`src/rtl/serial_adder_nbit.sv`:
```
// Digit-serial adder: {cout,sum} = a + b + cin, DIGIT bits per clock, LSB slice first.
// Latency N=WIDTH/DIGIT RUN cycles after accept; start ignored while busy. Optional ADDSUB_MODE_EN adds a sub port.

module full_adder (
    input  logic a,
    input  logic b,
    input  logic ci,
    output logic s,
    output logic co
);
    assign s  = a ^ b ^ ci;
    assign co = (a & b) | (ci & (a ^ b));
endmodule

module serial_adder_nbit #(
    parameter int WIDTH = 8,
    parameter int DIGIT = 1
) (
    input  logic             clk,
    input  logic             rst_n,
    input  logic             start,
    input  logic [WIDTH-1:0] a,
    input  logic [WIDTH-1:0] b,
    input  logic             cin,
`ifdef ADDSUB_MODE_EN
    input  logic             sub,
`endif
    output logic             busy,
    output logic             done,
    output logic [WIDTH-1:0] sum,
    output logic             cout
);
    localparam int N  = WIDTH / DIGIT;
    localparam int CW = (N > 1) ? $clog2(N) : 1;

    generate
        if (WIDTH < 1 || DIGIT < 1 || (WIDTH % DIGIT) != 0) begin : g_bad_cfg
            $error("serial_adder_nbit: DIGIT must be >= 1 and divide WIDTH");
        end
    endgenerate

    typedef enum logic {IDLE, RUN} state_t;

    state_t           state;
    logic [WIDTH-1:0] opa;
    logic [WIDTH-1:0] opb;
    logic [WIDTH-1:0] psum;
    logic [WIDTH-1:0] psum_nxt;
    logic             carry;
    logic [CW-1:0]    cnt;
    logic [DIGIT:0]   rc;
    logic [DIGIT-1:0] slice_sum;
    logic [WIDTH-1:0] b_eff;
    logic             c_eff;

    // Subtraction is a + ~b + 1: invert B and force the carry-in at capture time.
`ifdef ADDSUB_MODE_EN
    assign b_eff = sub ? ~b : b;
    assign c_eff = sub ? 1'b1 : cin;
`else
    assign b_eff = b;
    assign c_eff = cin;
`endif

    assign rc[0] = carry;

    genvar i;
    generate
        for (i = 0; i < DIGIT; i++) begin : g_fa
            full_adder u_fa (
                .a  (opa[i]),
                .b  (opb[i]),
                .ci (rc[i]),
                .s  (slice_sum[i]),
                .co (rc[i+1])
            );
        end
    endgenerate

    // New slice enters at the top so slice 0 ends up at the bottom after N shifts.
    always_comb begin
        psum_nxt = psum >> DIGIT;
        psum_nxt[WIDTH-1 -: DIGIT] = slice_sum;
    end

    always_ff @(posedge clk or negedge rst_n) begin
        if (!rst_n) begin
            state <= IDLE;
            opa   <= '0;
            opb   <= '0;
            psum  <= '0;
            carry <= 1'b0;
            cnt   <= '0;
            busy  <= 1'b0;
            done  <= 1'b0;
            sum   <= '0;
            cout  <= 1'b0;
        end else begin
            done <= 1'b0;
            case (state)
                IDLE: begin
                    if (start) begin
                        opa   <= a;
                        opb   <= b_eff;
                        carry <= c_eff;
                        psum  <= '0;
                        cnt   <= '0;
                        busy  <= 1'b1;
                        state <= RUN;
                    end
                end
                RUN: begin
                    opa   <= opa >> DIGIT;
                    opb   <= opb >> DIGIT;
                    carry <= rc[DIGIT];
                    psum  <= psum_nxt;
                    cnt   <= cnt + CW'(1);
                    if (cnt == CW'(N - 1)) begin
                        sum   <= psum_nxt;
                        cout  <= rc[DIGIT];
                        done  <= 1'b1;
                        busy  <= 1'b0;
                        state <= IDLE;
                    end
                end
                default: state <= IDLE;
            endcase
        end
    end
endmodule

```
`config.mk`:
```
export PLATFORM = sky130hd
export DESIGN_NAME = serial_adder_nbit
export DESIGN_NICKNAME = d
export VERILOG_FILES = /design/src/rtl/serial_adder_nbit.sv
export SDC_FILE = /design/constraint.sdc
export NUM_CORES = 1
export LEC_CHECK = 0
export CAP_MARGIN = 5
export CELL_PAD_IN_SITES_DETAIL_PLACEMENT = 2
export CELL_PAD_IN_SITES_GLOBAL_PLACEMENT = 2
export CORE_MARGIN = 4
export CORE_UTILIZATION = 34
export DETAILED_ROUTE_END_ITERATION = 8
export GPL_TIMING_DRIVEN = 1
export MAX_ROUTING_LAYER = met4
export PLACE_DENSITY_LB_ADDON = 0.25
export SLEW_MARGIN = 15
export SYNTH_ARGS = -nofsm -noshare
export SYNTH_HDL_FRONTEND = slang
export SYNTH_SLANG_ARGS = --single-unit
```
`constraint.sdc`:
```
create_clock -name clk -period 1.6 [get_ports clk]
set_input_delay 0.32 -clock clk [delete_from_list [all_inputs] [get_ports clk]]
set_output_delay 0.32 -clock clk [all_outputs]
set_load 0.02 [all_outputs]
```
Yosys cells after proc, flatten, opt, wreduce, memory -nomap -nowiden:

Cells that the tools add are included.

* input bits: 20
* output and inout bits: 11
* flip-flop bits (word level): 40
* word-level logic and storage cells: 40

* reduce and logical (&&, ||, !) cells: 2
* mux-type cells: 18
* bitwise logic cells: 6
* eq/ne operators: 3
* $add $sub $neg: 1

Operators by type and width (number)
* $pmux W8 S2: 3
* $mux W8: 3
* $mux W1: 7
* $pmux W1 S2: 3
* $pmux W3 S2: 1
* $reduce_and A2 Y1: 2
* $add A3 B1 Y3 const B: 1
* $eq A3 B3 Y1 const B: 1
* $mux W3: 1
* $and A1 B1 Y1: 2
* $ne A2 B1 Y1 const B: 1
* $ne A2 B2 Y1 const B: 1
* $xor A1 B1 Y1: 2
* $not A1 Y1: 1
* $or A1 B1 Y1: 1

Logic depth before layout (Yosys ltp):

* depth in word-level cells: 4
* depth in mapped cells: 4
* mapped depth without buffers: 4

Hierarchy:

Synthesis repeated with hierarchy kept, for this count alone.

* cells, all modules: 139
* area, all modules: 1680.4 um2

Modules (own cells, without submodules)
* serial_adder_nbit: area each 1660.3 um2, seq. area each 975.9 um2, instances 1, cells an instance 138
* full_adder: area each 20.0 um2, seq. area each 0.0 um2, instances 1, cells an instance 1

Worst setup path after synthesis:

No wires, ideal clock.

* kind: register to register
* from: reg cnt[0]
* to: reg cout
* data required time: 1.475 ns
* cell stages (with the launch flop): 5
* arrival time: 1.286 ns
* slack: 0.189 ns
* clock period less this slack: 1.411 ns
* setup time: 0.125 ns
* buffers on the path: 0
* cell sequence: dfrtp_1 > ha_1 > ha_1 > nand2_2 > mux2_2

* longest elaborated chain between the ends: 2

RTL lines
* from (decl): line 50 `logic [CW-1:0] cnt;`
* from (signal assigned): line 117 `cnt <= cnt + CW'(1);`
* $eq A3 B3 Y1: line 118 `if (cnt == CW'(N - 1)) begin`
* $reduce_and A2 Y1 (no source line)
* to (signal assigned): line 120 `cout <= rc[DIGIT];`
* to (decl): line 31 `output logic cout`

Every way passes these cells.
A chain may end at the register's enable or synchronous reset.

Worst setup path after layout:

* from: reg sum[3]
* to: out sum[3]

RTL lines
* from (decl): line 30 `output logic [WIDTH-1:0] sum,`
* from (signal assigned): line 119 `sum <= psum_nxt;`

No word-level cell between the ends.

==> qor.csv <==
metric,value,unit
worst_skew_pair.late_latency,0.28,ns
min_period,1.55,ns
drt_drc_violations_left,0,
first_global_vias,1282,
post-cts-setup-buffer-count,0,
place_ws,0.0215,ns
path_cells,clkdlybuf4s50_1,
final_cell_count_no_fill,236,
crit_buf_inv,1,
vias_per_cell,4.85,
cts.clk_slew.worst_paths,0.07,ns
tns,0,ns
ant_nets,0,
synth-seq-cells,39,
coreArea,0.00472,sq mm
grt_start_max_net_pins,25,
cts_tree,built,
grt_usage,13.8,%
grt_pass1_wl,6270,microns
syn_avg_cell_area,12.4,sq um
fp.dieW,77.6,microns
root_buffer,clkbuf_8,
path_class,reg -> out,
dp_hpwl,2780,microns
fp.dieArea,0.00603,sq mm
drt_iter0_drc,37,
wl,3660,microns
clockBufferDepth,2,
status,completed,
finalSetupViolCount,0,
synthToLayoutAreaGrowth,29.0,%
final-hold-violation-count,0,
layout.nets,194,
final_cell_mix,"dfrtp_1, clkdlybuf4s50_1, mux2i_1, nand2_1, o21ai_0",
worst_ep_arrival_time,1.23,ns
io_buffers,30,
crit_family,buffers and inverters,
place_congestion,0.699,
min_path_type,reg -> reg,
numCtsBuffers,5,
setup_ws,0.0492,ns
antenna_found_initial,0,
cts_sinks,39,
critPathMaxFanout,2,
slowest_stage,clkdlybuf4s50_1,
first_pass_iters,2,
synth_warnings,0,
critPathLaunchType,flop,
fmax,0.645,GHz
fp.dieH,77.6,microns
io-pin-count,31,
required,1.28,ns
row_count,25,
syn-instance-count,133,
num_antenna_cells,0,
timing.final.crit_share,96.9,%
nFillCells,468,
dpl.cell_count,229,
drive_gt1_share,13.6,%
maxSlewViolCount,0,
r2r_slack,0.10,ns
power_density,1680,mW/mm^2
final_common_cell,dfrtp_1,
start_util,34.9,%
grt-ovfl-total,0,
synth_area,0.00165,sq mm
netlist-cell-type-count,18,
seq_area_frac_synth,59.2,%
wl_per_cell,15.5,microns
max-slew-margin-rel,69.0,%
drv_cap,0,
tightest_slew,0.466,ns
max_stage_delay,0.61,ns
crit_path_end_kind,output port,
grt_setup_unrepaired,no,
ir_drop,0.556,mV
vias,1145,
htree_num_levels,2,
power_leakage,1.04,nW
fin_skew,0.00603,ns
synth_fp_nets,157,
## Yosys cell counts
cell type  number  area, sq um
buf_6           2         22.5
dfrtp_1        39          976
inv_1           2         7.51
fa_1            1         20.0
nor2_1          4         15.0
a21oi_1         1         5.00
o21ai_0        18         90.1
a22o_1          6         52.6
ha_1            3         37.5
nand2_1        18         67.6
mux2i_1        18          180
nand2b_1        4         25.0
o22ai_1         1         6.26
mux2_2          9          101
buf_4           3         22.5
nand2_2         1         6.26
buf_2           2         10.0
clkbuf_1        1         3.75
## final cells by class
cell class	instances	area, sq um	area share [%]
flip-flops and latches	39	976	45.9
multi-input cells	84	612	28.8
repair buffers	38	375	17.6
well taps	67	83.8	3.94
clock buffers	6	72.6	3.41
inverters	2	7.51	0.353
## kinds of logic (layout without fill, tap and decap cells)
| logic type | after synthesis | in the layout | synth area share (%) |
|---|---|---|---|
| multiplexers | 27 | 27 | 17.1 |
| buffers and inverters | 10 | 46 | 4.02 |
| flip-flops | 39 | 39 | 59.2 |
| AND/OR/NAND/NOR | 27 | 27 | 6.90 |
| adder cells (fa/ha/maj) | 4 | 4 | 3.49 |
| AO/OA/AOI/OAI | 26 | 26 | 9.33 |
## sequential cells by signal (all words and copies together) (netlist names)
name	cells
opb	8
psum	7
state	1
done	1
sum	8
opa	8
busy	1
carry	1
cnt	3
cout	1
## final timing paths
kind / startpoint / to / cells past startpoint
setup / recovery: sum[3]$_DFFE_PN0P_ / sum[3] / 1
hold / removal: opa[1]$_DFFE_PN0P_ / opa[0]$_DFFE_PN0P_ / 2
setup reg to reg: cnt[0]$_DFFE_PN0P_ / sum[7]$_DFFE_PN0P_ / 4
hold reg to reg: opa[1]$_DFFE_PN0P_ / opa[0]$_DFFE_PN0P_ / 2
max in group asynchronous: rst_n / psum[6]$_DFFE_PN0P_ / 3
min in group asynchronous: rst_n / opa[3]$_DFFE_PN0P_ / 2
## layer usage
metal  global-route usage [%]  vias up  wire [microns]
met1                     15.9      588            1560
met2                     22.7       25            1880
met5                        -        -               0
met3                     4.18        7             172
li1                         -      525               -
met4                     4.80        0              51
## where the power goes
| part | internal, mW | total (mW) | switching (mW) | leakage (nW) |
|---|---|---|---|---|
| logic | 0.673 | 1.34 | 0.669 | 0.498 |
| registers | 1.38 | 1.63 | 0.254 | 0.506 |
| clock network | 0.291 | 0.600 | 0.309 | 0.0371 |
| total | 2.34 | 3.57 | 1.23 | 1.04 |
## tightest hold or removal path, delay by kind of cell, from the launching register on
kind               cells  cell delay [ns]
and+or+nand+nor        1             0.05
AOI/OAI and AO/OA      1             0.06
DFF                    1             0.34
## metrics by stage
| stage | power, mW | util, % | hold WS (ns) | cell area [sq um] |
|---|---|---|---|---|
| 6_report | 3.57 | 45.0 | 0.484 | 2130 |
| 5_1_grt | 3.87 | 45.0 | 0.525 | 2130 |
| 4_1_cts | 3.64 | 44.8 | 0.496 | 2110 |
| 3_5_place_dp | 3.04 | 43.1 | 0.303 | 2030 |
| 3_3_place_gp | 2.91 | 43.1 | 0.293 | 2030 |
| 2_1_floorplan | 2.46 | - | 0.0244 | 1650 |
## repair_timing
item | 4_1_cts | 5_1_grt
hold buffers | 1 | 0
endpoints found under the hold margin | 18 | 0
pin swaps | 0 | 0
gates resized for setup | 2 | 4
endpoints found under the setup margin | 2 | 12
No activity file was read; power rests on OpenSTA's default activity.
